## src/rtl/dcf77_frame_reader_if.sv

```systemverilog
// Wishbone classic read-only link between the DCF77 frame reader (master) and
// the register slave that holds the eight frame bytes.
//   wb_cyc    : bus cycle, master -> slave
//   wb_stb    : strobe, master -> slave
//   wb_we     : write enable, master -> slave (always 0, reads only)
//   wb_ack    : acknowledge, slave -> master
//   wb_data_i : 8-bit read data, slave -> master
interface dcf77_frame_reader_if;
    logic       wb_cyc;
    logic       wb_stb;
    logic       wb_we;
    logic       wb_ack;
    logic [7:0] wb_data_i;

    modport master (
        output wb_cyc,
        output wb_stb,
        output wb_we,
        input  wb_ack,
        input  wb_data_i
    );

    modport slave (
        input  wb_cyc,
        input  wb_stb,
        input  wb_we,
        output wb_ack,
        output wb_data_i
    );
endinterface

```

## src/rtl/dcf77_frame_reader.sv

```systemverilog
// DCF77 frame reader: on a start pulse, reads eight bytes over Wishbone from a
// register slave and assembles them into the 59-bit DCF77 frame.
//   clk, rst : clock and synchronous active-high reset
//   start    : single-cycle request to fetch one frame (ignored while busy)
//   busy     : a transaction is in progress
//   done     : one-cycle pulse, frame captured
//   err      : one-cycle pulse, transaction aborted on ack timeout
//   frame    : last successfully captured frame, bits [58:0]
//   frame_ok : plausibility flag, only when DCF77_READER_CHECK_EN is defined
//   wb       : Wishbone master modport
// Optional feature macro: DCF77_READER_CHECK_EN (adds frame_ok).
// ACK_TIMEOUT (2..255) is the number of stb-high cycles tolerated per byte.
module dcf77_frame_reader #(
    parameter int unsigned ACK_TIMEOUT = 16
) (
    input  logic                        clk,
    input  logic                        rst,
    input  logic                        start,
    output logic                        busy,
    output logic                        done,
    output logic                        err,
    output logic [58:0]                 frame,
`ifdef DCF77_READER_CHECK_EN
    output logic                        frame_ok,
`endif
    dcf77_frame_reader_if.master        wb
);

    typedef enum logic [1:0] {StIdle, StReq, StGap} state_e;

    localparam logic [7:0] TmoLast = 8'(ACK_TIMEOUT - 1);

    state_e      state_q, state_d;
    logic [2:0]  byte_q, byte_d;
    logic [7:0]  tmo_q, tmo_d;
    // Only the low 51 bits survive seven 8-bit shifts, which drops byte 0 bits [7:3].
    logic [50:0] shadow_q, shadow_d;
    logic [58:0] frame_q, frame_d;
    logic        done_q, done_d;
    logic        err_q, err_d;
    logic [58:0] frame_new;

    assign frame_new = {shadow_q, wb.wb_data_i};

`ifdef DCF77_READER_CHECK_EN
    logic frame_ok_q, frame_ok_d;

    function automatic logic plausible(input logic [58:0] f);
        return (f[0] == 1'b0) && (f[20] == 1'b1) && ((^f[28:21]) == 1'b0) &&
               ((^f[35:29]) == 1'b0) && ((^f[58:36]) == 1'b0);
    endfunction
`endif

    always_comb begin
        state_d  = state_q;
        byte_d   = byte_q;
        tmo_d    = tmo_q;
        shadow_d = shadow_q;
        frame_d  = frame_q;
        done_d   = 1'b0;
        err_d    = 1'b0;
`ifdef DCF77_READER_CHECK_EN
        frame_ok_d = frame_ok_q;
`endif
        case (state_q)
            StIdle: begin
                if (start) begin
                    state_d = StReq;
                    byte_d  = 3'd0;
                    tmo_d   = 8'd0;
                end
            end
            StReq: begin
                // An ack wins over a timeout reached in the same cycle.
                if (wb.wb_ack) begin
                    tmo_d = 8'd0;
                    if (byte_q == 3'd7) begin
                        frame_d = frame_new;
                        done_d  = 1'b1;
                        state_d = StIdle;
`ifdef DCF77_READER_CHECK_EN
                        frame_ok_d = plausible(frame_new);
`endif
                    end else begin
                        shadow_d = {shadow_q[42:0], wb.wb_data_i};
                        byte_d   = byte_q + 3'd1;
                        state_d  = StGap;
                    end
                end else if (tmo_q == TmoLast) begin
                    err_d   = 1'b1;
                    state_d = StIdle;
                end else begin
                    tmo_d = tmo_q + 8'd1;
                end
            end
            StGap: begin
                state_d = StReq;
            end
            default: begin
                state_d = StIdle;
            end
        endcase
    end

    always_ff @(posedge clk) begin
        if (rst) begin
            state_q  <= StIdle;
            byte_q   <= 3'd0;
            tmo_q    <= 8'd0;
            shadow_q <= '0;
            frame_q  <= '0;
            done_q   <= 1'b0;
            err_q    <= 1'b0;
        end else begin
            state_q  <= state_d;
            byte_q   <= byte_d;
            tmo_q    <= tmo_d;
            shadow_q <= shadow_d;
            frame_q  <= frame_d;
            done_q   <= done_d;
            err_q    <= err_d;
        end
    end

`ifdef DCF77_READER_CHECK_EN
    always_ff @(posedge clk) begin
        if (rst) begin
            frame_ok_q <= 1'b0;
        end else begin
            frame_ok_q <= frame_ok_d;
        end
    end

    assign frame_ok = frame_ok_q;
`endif

    assign busy      = (state_q != StIdle);
    assign done      = done_q;
    assign err       = err_q;
    assign frame     = frame_q;
    assign wb.wb_cyc = (state_q != StIdle);
    assign wb.wb_stb = (state_q == StReq);
    assign wb.wb_we  = 1'b0;

endmodule

```

## src/flat_wrapper.sv

```systemverilog
// flat-port wrapper written by rule: the top's interface ports become plain ports
module dcf77_frame_reader_flat 
#(
    parameter int unsigned ACK_TIMEOUT = 16
)
  (clk, rst, start, busy, done, err, frame, wb_wb_cyc, wb_wb_stb, wb_wb_we, wb_wb_ack, wb_wb_data_i);
  dcf77_frame_reader_if wb_i ();
  input  logic clk;
  input  logic rst;
  input  logic start;
  output logic busy;
  output logic done;
  output logic err;
  output logic [58:0] frame;
  output wire logic [$bits(wb_i.wb_cyc)-1:0] wb_wb_cyc;
  output wire logic [$bits(wb_i.wb_stb)-1:0] wb_wb_stb;
  output wire logic [$bits(wb_i.wb_we)-1:0] wb_wb_we;
  input wire logic [$bits(wb_i.wb_ack)-1:0] wb_wb_ack;
  input wire logic [$bits(wb_i.wb_data_i)-1:0] wb_wb_data_i;
  assign wb_wb_cyc = wb_i.wb_cyc;
  assign wb_wb_stb = wb_i.wb_stb;
  assign wb_wb_we = wb_i.wb_we;
  assign wb_i.wb_ack = wb_wb_ack;
  assign wb_i.wb_data_i = wb_wb_data_i;
  dcf77_frame_reader #(.ACK_TIMEOUT(ACK_TIMEOUT)) u_core (.clk(clk), .rst(rst), .start(start), .busy(busy), .done(done), .err(err), .frame(frame), .wb(wb_i));
endmodule
```

## config.mk

```make
export PLATFORM = sky130hd
export DESIGN_NAME = dcf77_frame_reader_flat
export DESIGN_NICKNAME = d
export VERILOG_FILES = /design/src/rtl/dcf77_frame_reader_if.sv /design/src/rtl/dcf77_frame_reader.sv /design/src/flat_wrapper.sv
export SDC_FILE = /design/constraint.sdc
export NUM_CORES = 1
export LEC_CHECK = 0
export CORE_ASPECT_RATIO = 1.5
export CORE_UTILIZATION = 56
export CTS_CLUSTER_DIAMETER = 150
export DETAILED_ROUTE_END_ITERATION = 12
export PLACE_DENSITY = 0.88
export SETUP_SLACK_MARGIN = 0.1
export SLEW_MARGIN = 30
export SYNTH_ARGS = -nofsm -noshare
export SYNTH_HDL_FRONTEND = slang
export SYNTH_SLANG_ARGS = --single-unit
export TNS_END_PERCENT = 5
```

## constraint.sdc

```tcl
create_clock -name clk -period 4.1 [get_ports clk]
set_input_delay 0.82 -clock clk [delete_from_list [all_inputs] [get_ports clk]]
set_output_delay 0.82 -clock clk [all_outputs]
set_load 0.02 [all_outputs]
```

### Yosys cells after proc, flatten, opt, wreduce, memory -nomap -nowiden

Cells that the tools add are included.

* eq/ne operators: 9
* add/sub/neg operators: 2
* reductions and logical operators: 10
* bitwise gates (word level): 3
* muxes and demuxes: 15

Operators with widths (count)
* 8-bit two-way mux: 3
* 8-bit case mux with 2 select lines: 1
* 3-bit two-way mux: 3
* 3-bit AND reduction: 3
* 8-bit by 1-bit adder with 8-bit output, second input constant: 1
* 8-bit by 4-bit equality test with 1-bit output, second input constant: 1
* 2-bit two-way mux: 4
* 2-bit case mux with 3 select lines: 1
* 3-bit case mux with 2 select lines: 1
* 3-bit OR reduction: 2
* 2-bit inequality test, second input constant: 2
* 4-bit AND reduction: 1
* 2-bit nonzero test: 2
* 3-bit by 1-bit adder with 3-bit output, second input constant: 1
* 3-bit equality test, second input constant: 1
* 3-bit by 1-bit inequality test with 1-bit output, second input constant: 1
* 3-bit inequality test, second input constant: 1
* 1-bit NOT: 3
* 2-bit by 1-bit equality test with 1-bit output, second input constant: 1
* 2-bit equality test, second input constant: 1
* 2-bit zero test: 1
* 1-bit two-way mux: 2
* 2-bit by 1-bit inequality test with 1-bit output, second input constant: 1
* 2-bit AND reduction: 1

* logic and storage cells: 46
* register bits after elaboration: 125
* input port bits: 12
* output and inout port bits: 65

### Depth between registers and ports, before layout

* depth in word-level cells: 4
* gate-level depth with buffers: 8
* mapped depth without buffers: 6

### Worst setup path before layout

Ideal clock, no wire load.

* path type: input-to-reg
* start point: input port rst
* end point: register u_core.tmo_q[3]
* stages on the path: 4
* path buffers: 1
* arrival: 1890 ps
* setup time: 60 ps
* path slack: 2150 ps
* data required time: 4040 ps
* path through: clkbuf_1 -> or4_1 -> o32ai_4 -> a22o_1

RTL lines
* start: declaration: line flat_wrapper.sv:9 `input logic rst;`
* end signal: assignment: line dcf77_frame_reader.sv:117 `tmo_q <= tmo_d;`
* end: declaration: line dcf77_frame_reader.sv:35 `logic [7:0] tmo_q, tmo_d;`

### Worst setup path after layout

* start point: register u_core.state_q[0]
* end point: output port wb_wb_stb

* longest elaborated chain between the ends: 1

RTL lines
* start: declaration: line dcf77_frame_reader.sv:33 `state_e state_q, state_d;`
* start signal: assignment: line dcf77_frame_reader.sv:107 `state_q <= StIdle;`
* start signal: assignment: line dcf77_frame_reader.sv:115 `state_q <= state_d;`
* 2-bit by 1-bit equality test with 1-bit output: line dcf77_frame_reader.sv:142 `assign wb.wb_stb = (state_q == StReq);`
* end: declaration: line flat_wrapper.sv:16 `output wire logic [$bits(wb_i.wb_stb)-1:0] wb_wb_stb;`

No other way between the ends.

==> flow_summary.toml <==
[timing]
slew_headroom_pct = 37.3
slew_violations = 0
finalSetupTns_ns = 0
hold_violations = 0
finalClockSkew_ns = 0.00799
setup_viol = 0
fin_crit_sh_pct = 64.4
layout_setup_ws_ns = 1.46
period_minus_slack_ns = 2.64
timing.fmax_mhz = 379
worst_pin_slew_ns = 0.940
rsz0062_at_grt = "no"

[critical_path]
reg2reg_to = "u_core.shadow_q[19]"
rrSetupSlack_ns = 1.73
crit_end = "wb_wb_stb"
cp_max_fo = 8
worstPathRequired_ns = 3.28
reg2reg_from = "u_core.byte_q[0]"
arrival_ns = 1.82
cp-start-kind = "register"
setup.worst_path.start = "u_core.state_q[0]"
critical_path_class = "register to output pin"
endpoint_kind = "output pin"
worst_r2r_path_depth = 6

[flow_run]
maxCapViolCount = 0

[routing]
routedWlPerCell_um = 14.2
vias = 3954
ant_nets = 0
drt_iter0_drc = 254
firstDrtPassIters = 6
routed_via_density = 5.40
wirelength_um = 10400
drc = 0

[global_route]
antenna_found_initial = 0
grt-ovfl-total = 0
grt_pass1_vias = 3669
grt_start_max_net_pins = 96
track_usage_pct = 26.8
grt_pass1_wl_um = 17000

[finish]
utilization_pct = 76.3
drive_above_1_share_pct = 7.94
stdcell_area_sq_mm = 0.00588
fill_cells = 549
diodes = 0
fin_nets = 632
area_delta_synth_final_pct = 29.6
instances_no_fill = 732

[cts]
tritoncts = "yes"
insertion_delay_ns = 0.42
root_buffer = "clkbuf_16"
ctsHoldBuffers = 0
cts_setup_buffers = 0
ctsLongestPathBuffers = 2
cts.sinks = 125
cts_buffers = 17
cts_resized = 0
htreeDepth = 4
clk_pin_slew_ns = 0.05

[logic_synthesis]
synthCells = 560
yosys_register_bits = 125
synthDistinctLibCells = 43
synth_top_cell_area_share_pct = 55.1
avgSynthCellArea_sq_um = 8.10
seq_area_frac_synth_pct = 55.1
synth_top_area_cell = "dfxtp_1"
ys_top_cells_by_area = "dfxtp_1 55%, nand2_1 18%, a21oi_1 13%"
yosysWarnings = 0
synth_nets = 575
syn_area_sq_mm = 0.00454

[floorplan]
core_sq_mm = 0.00771
row_count = 39
dieArea_sq_mm = 0.00847
die_h_um = 112
initial_core_util_pct = 58.9
num_io_pins = 77
die_w_um = 75.5

[power_and_ir_drop]
powerDensity_mw_per_mm2 = 476
switchingPower_w = 0.000585
vdd_drop_max_uv = 353
pwr-share-comb_pct = 3.2
power_switching_share_pct = 20.9
clock_power_share_pct = 52.9
p_int_w = 0.00221
seq_power_share_pct = 43.9
p_leak_nw = 1.96

[placed_design]
placed_cell_area_sq_mm = 0.00529
io_buffers = 75
dp_hpwl_um = 6230
placed_cells = 700
place_ws_ns = 1.15
gp_congestion = 0.869

[run_status]
status = "finished, final reports clean"

[min_path]
hold_class = "register to register"
[final cells by class]
cell class                 instances  area [sq um]  share of cell area (%)
clock inverter                    13           148                    2.51
clock buffer                      19           443                    7.53
timing repair buffer              80           786                    13.4
multi-input combinational        391          1870                    31.7
sequential                       125          2500                    42.6
inverter                           2          7.51                   0.128
tap                              102           128                    2.17
[Yosys cell counts]
master and instances:
nor4b_2 1, nor2_1 11, a21oi_1 114, or2_4 1
o21ba_2 1, a21boi_0 1, buf_4 4, a31o_1 1
nor2b_2 1, o21ai_1 1, buf_2 12, and3_1 2
and4_1 1, dfxtp_1 125, nor3_1 2, nor3_2 1
o32ai_4 1, or3_1 1, a22oi_1 3, a21oi_2 1
nand3b_1 1, inv_1 2, o21ai_0 1, conb_1 1
o21ai_2 1, xnor2_1 2, nand4bb_1 1, nor2b_1 1
o311a_1 1, a22o_1 2, nand4_1 1, nand3_1 3
a32o_1 1, ha_1 3, nand4b_1 2, or4_1 1
nand2_1 221, nor4bb_1 1, clkbuf_1 25, buf_6 1
a2bb2oi_1 1, a211oi_2 1, or3b_1 1
[registers in the layout, summed over array words and instances, names as in the netlist]
register	flops
u_core.tmo_q	8
u_core.state_q	2
u_core.shadow_q	51
u_core.done	1
u_core.byte_q	3
u_core.frame	59
u_core.err	1
[cell families (layout without fill, tap and decap cells)]
logic type,count (synthesis),count (layout),synth area share [%]
and+or+nand+nor,254,254,22.9
AOI/OAI and AO/OA,131,131,16.2
DFF,125,125,55.1
buffers and inverters,44,114,4.47
adders and majority gates,3,3,0.827
xor gates and xnor gates,2,2,0.386
other,1,1,0.0826
[routing by layer]
metal	vias up	track usage (%)	share of wire, %	routed length (um)
li1	1955	-	-	-
met1	1845	30.4	40	4140
met2	129	43.3	53	5470
met3	25	9.87	5.5	575
met4	0	12.8	1.9	199
met5	-	0	0	0
[through the flow]
| stage | hold slack, ns | power (W) |
|---|---|---|
| after global placement | 0.438 | 0.00134 |
| after floorplan | 0.432 | 0.00131 |
| final | 0.450 | 0.00280 |
| after global routing | 0.471 | 0.00288 |
| after detailed placement | 0.447 | 0.00134 |
| after CTS | 0.452 | 0.00281 |
[worst min path at each step]
stage	startpoint	to	cells past startpoint
3_5_place_dp	u_core.shadow_q[47]	u_core.frame[55]	2
3_3_place_gp	u_core.shadow_q[44]	u_core.frame[52]	2
6_report	u_core.shadow_q[45]	u_core.frame[53]	2
2_1_floorplan	u_core.shadow_q[43]	u_core.frame[51]	2
4_1_cts	u_core.shadow_q[45]	u_core.frame[53]	2
5_1_grt	u_core.frame[35]	u_core.frame[35]	2
[power by group through the flow]
stage                     registers [W]  logic [W]  clock network [W]
after global placement          0.00125  0.0000842                  0
after CTS                       0.00123  0.0000890            0.00149
after global routing            0.00123  0.0000980            0.00155
after detailed placement        0.00125  0.0000874                  0
after floorplan                 0.00125  0.0000616                  0
final                           0.00123  0.0000897            0.00148
[critical path: stages, from the launching register on]
cell and delay [ns]:
dfxtp_1 0.45, nor2b_2 0.31, clkdlybuf4s50_1 0.65
[layout by cell type, fill, tap and decap left out, types with 2 or more instances in the layout]
cell / synthesis / layout
nand2_1: 221 / 221
dfxtp_1: 125 / 125
a21oi_1: 114 / 114
clkdlybuf4s50_1: 0 / 74
clkbuf_16: 0 / 17
nor2_1: 11 / 11
clkinv_2: 0 / 7
buf_4: 4 / 6
a22oi_1: 3 / 3
ha_1: 3 / 3
bufinv_16: 0 / 3
clkinvlp_4: 0 / 3
inv_1: 2 / 2
nand4b_1: 2 / 2
nand3_1: 3 / 2
xnor2_1: 2 / 2
a22o_1: 2 / 2
nor3_1: 2 / 2
Power figures use the tool's default switching activity.
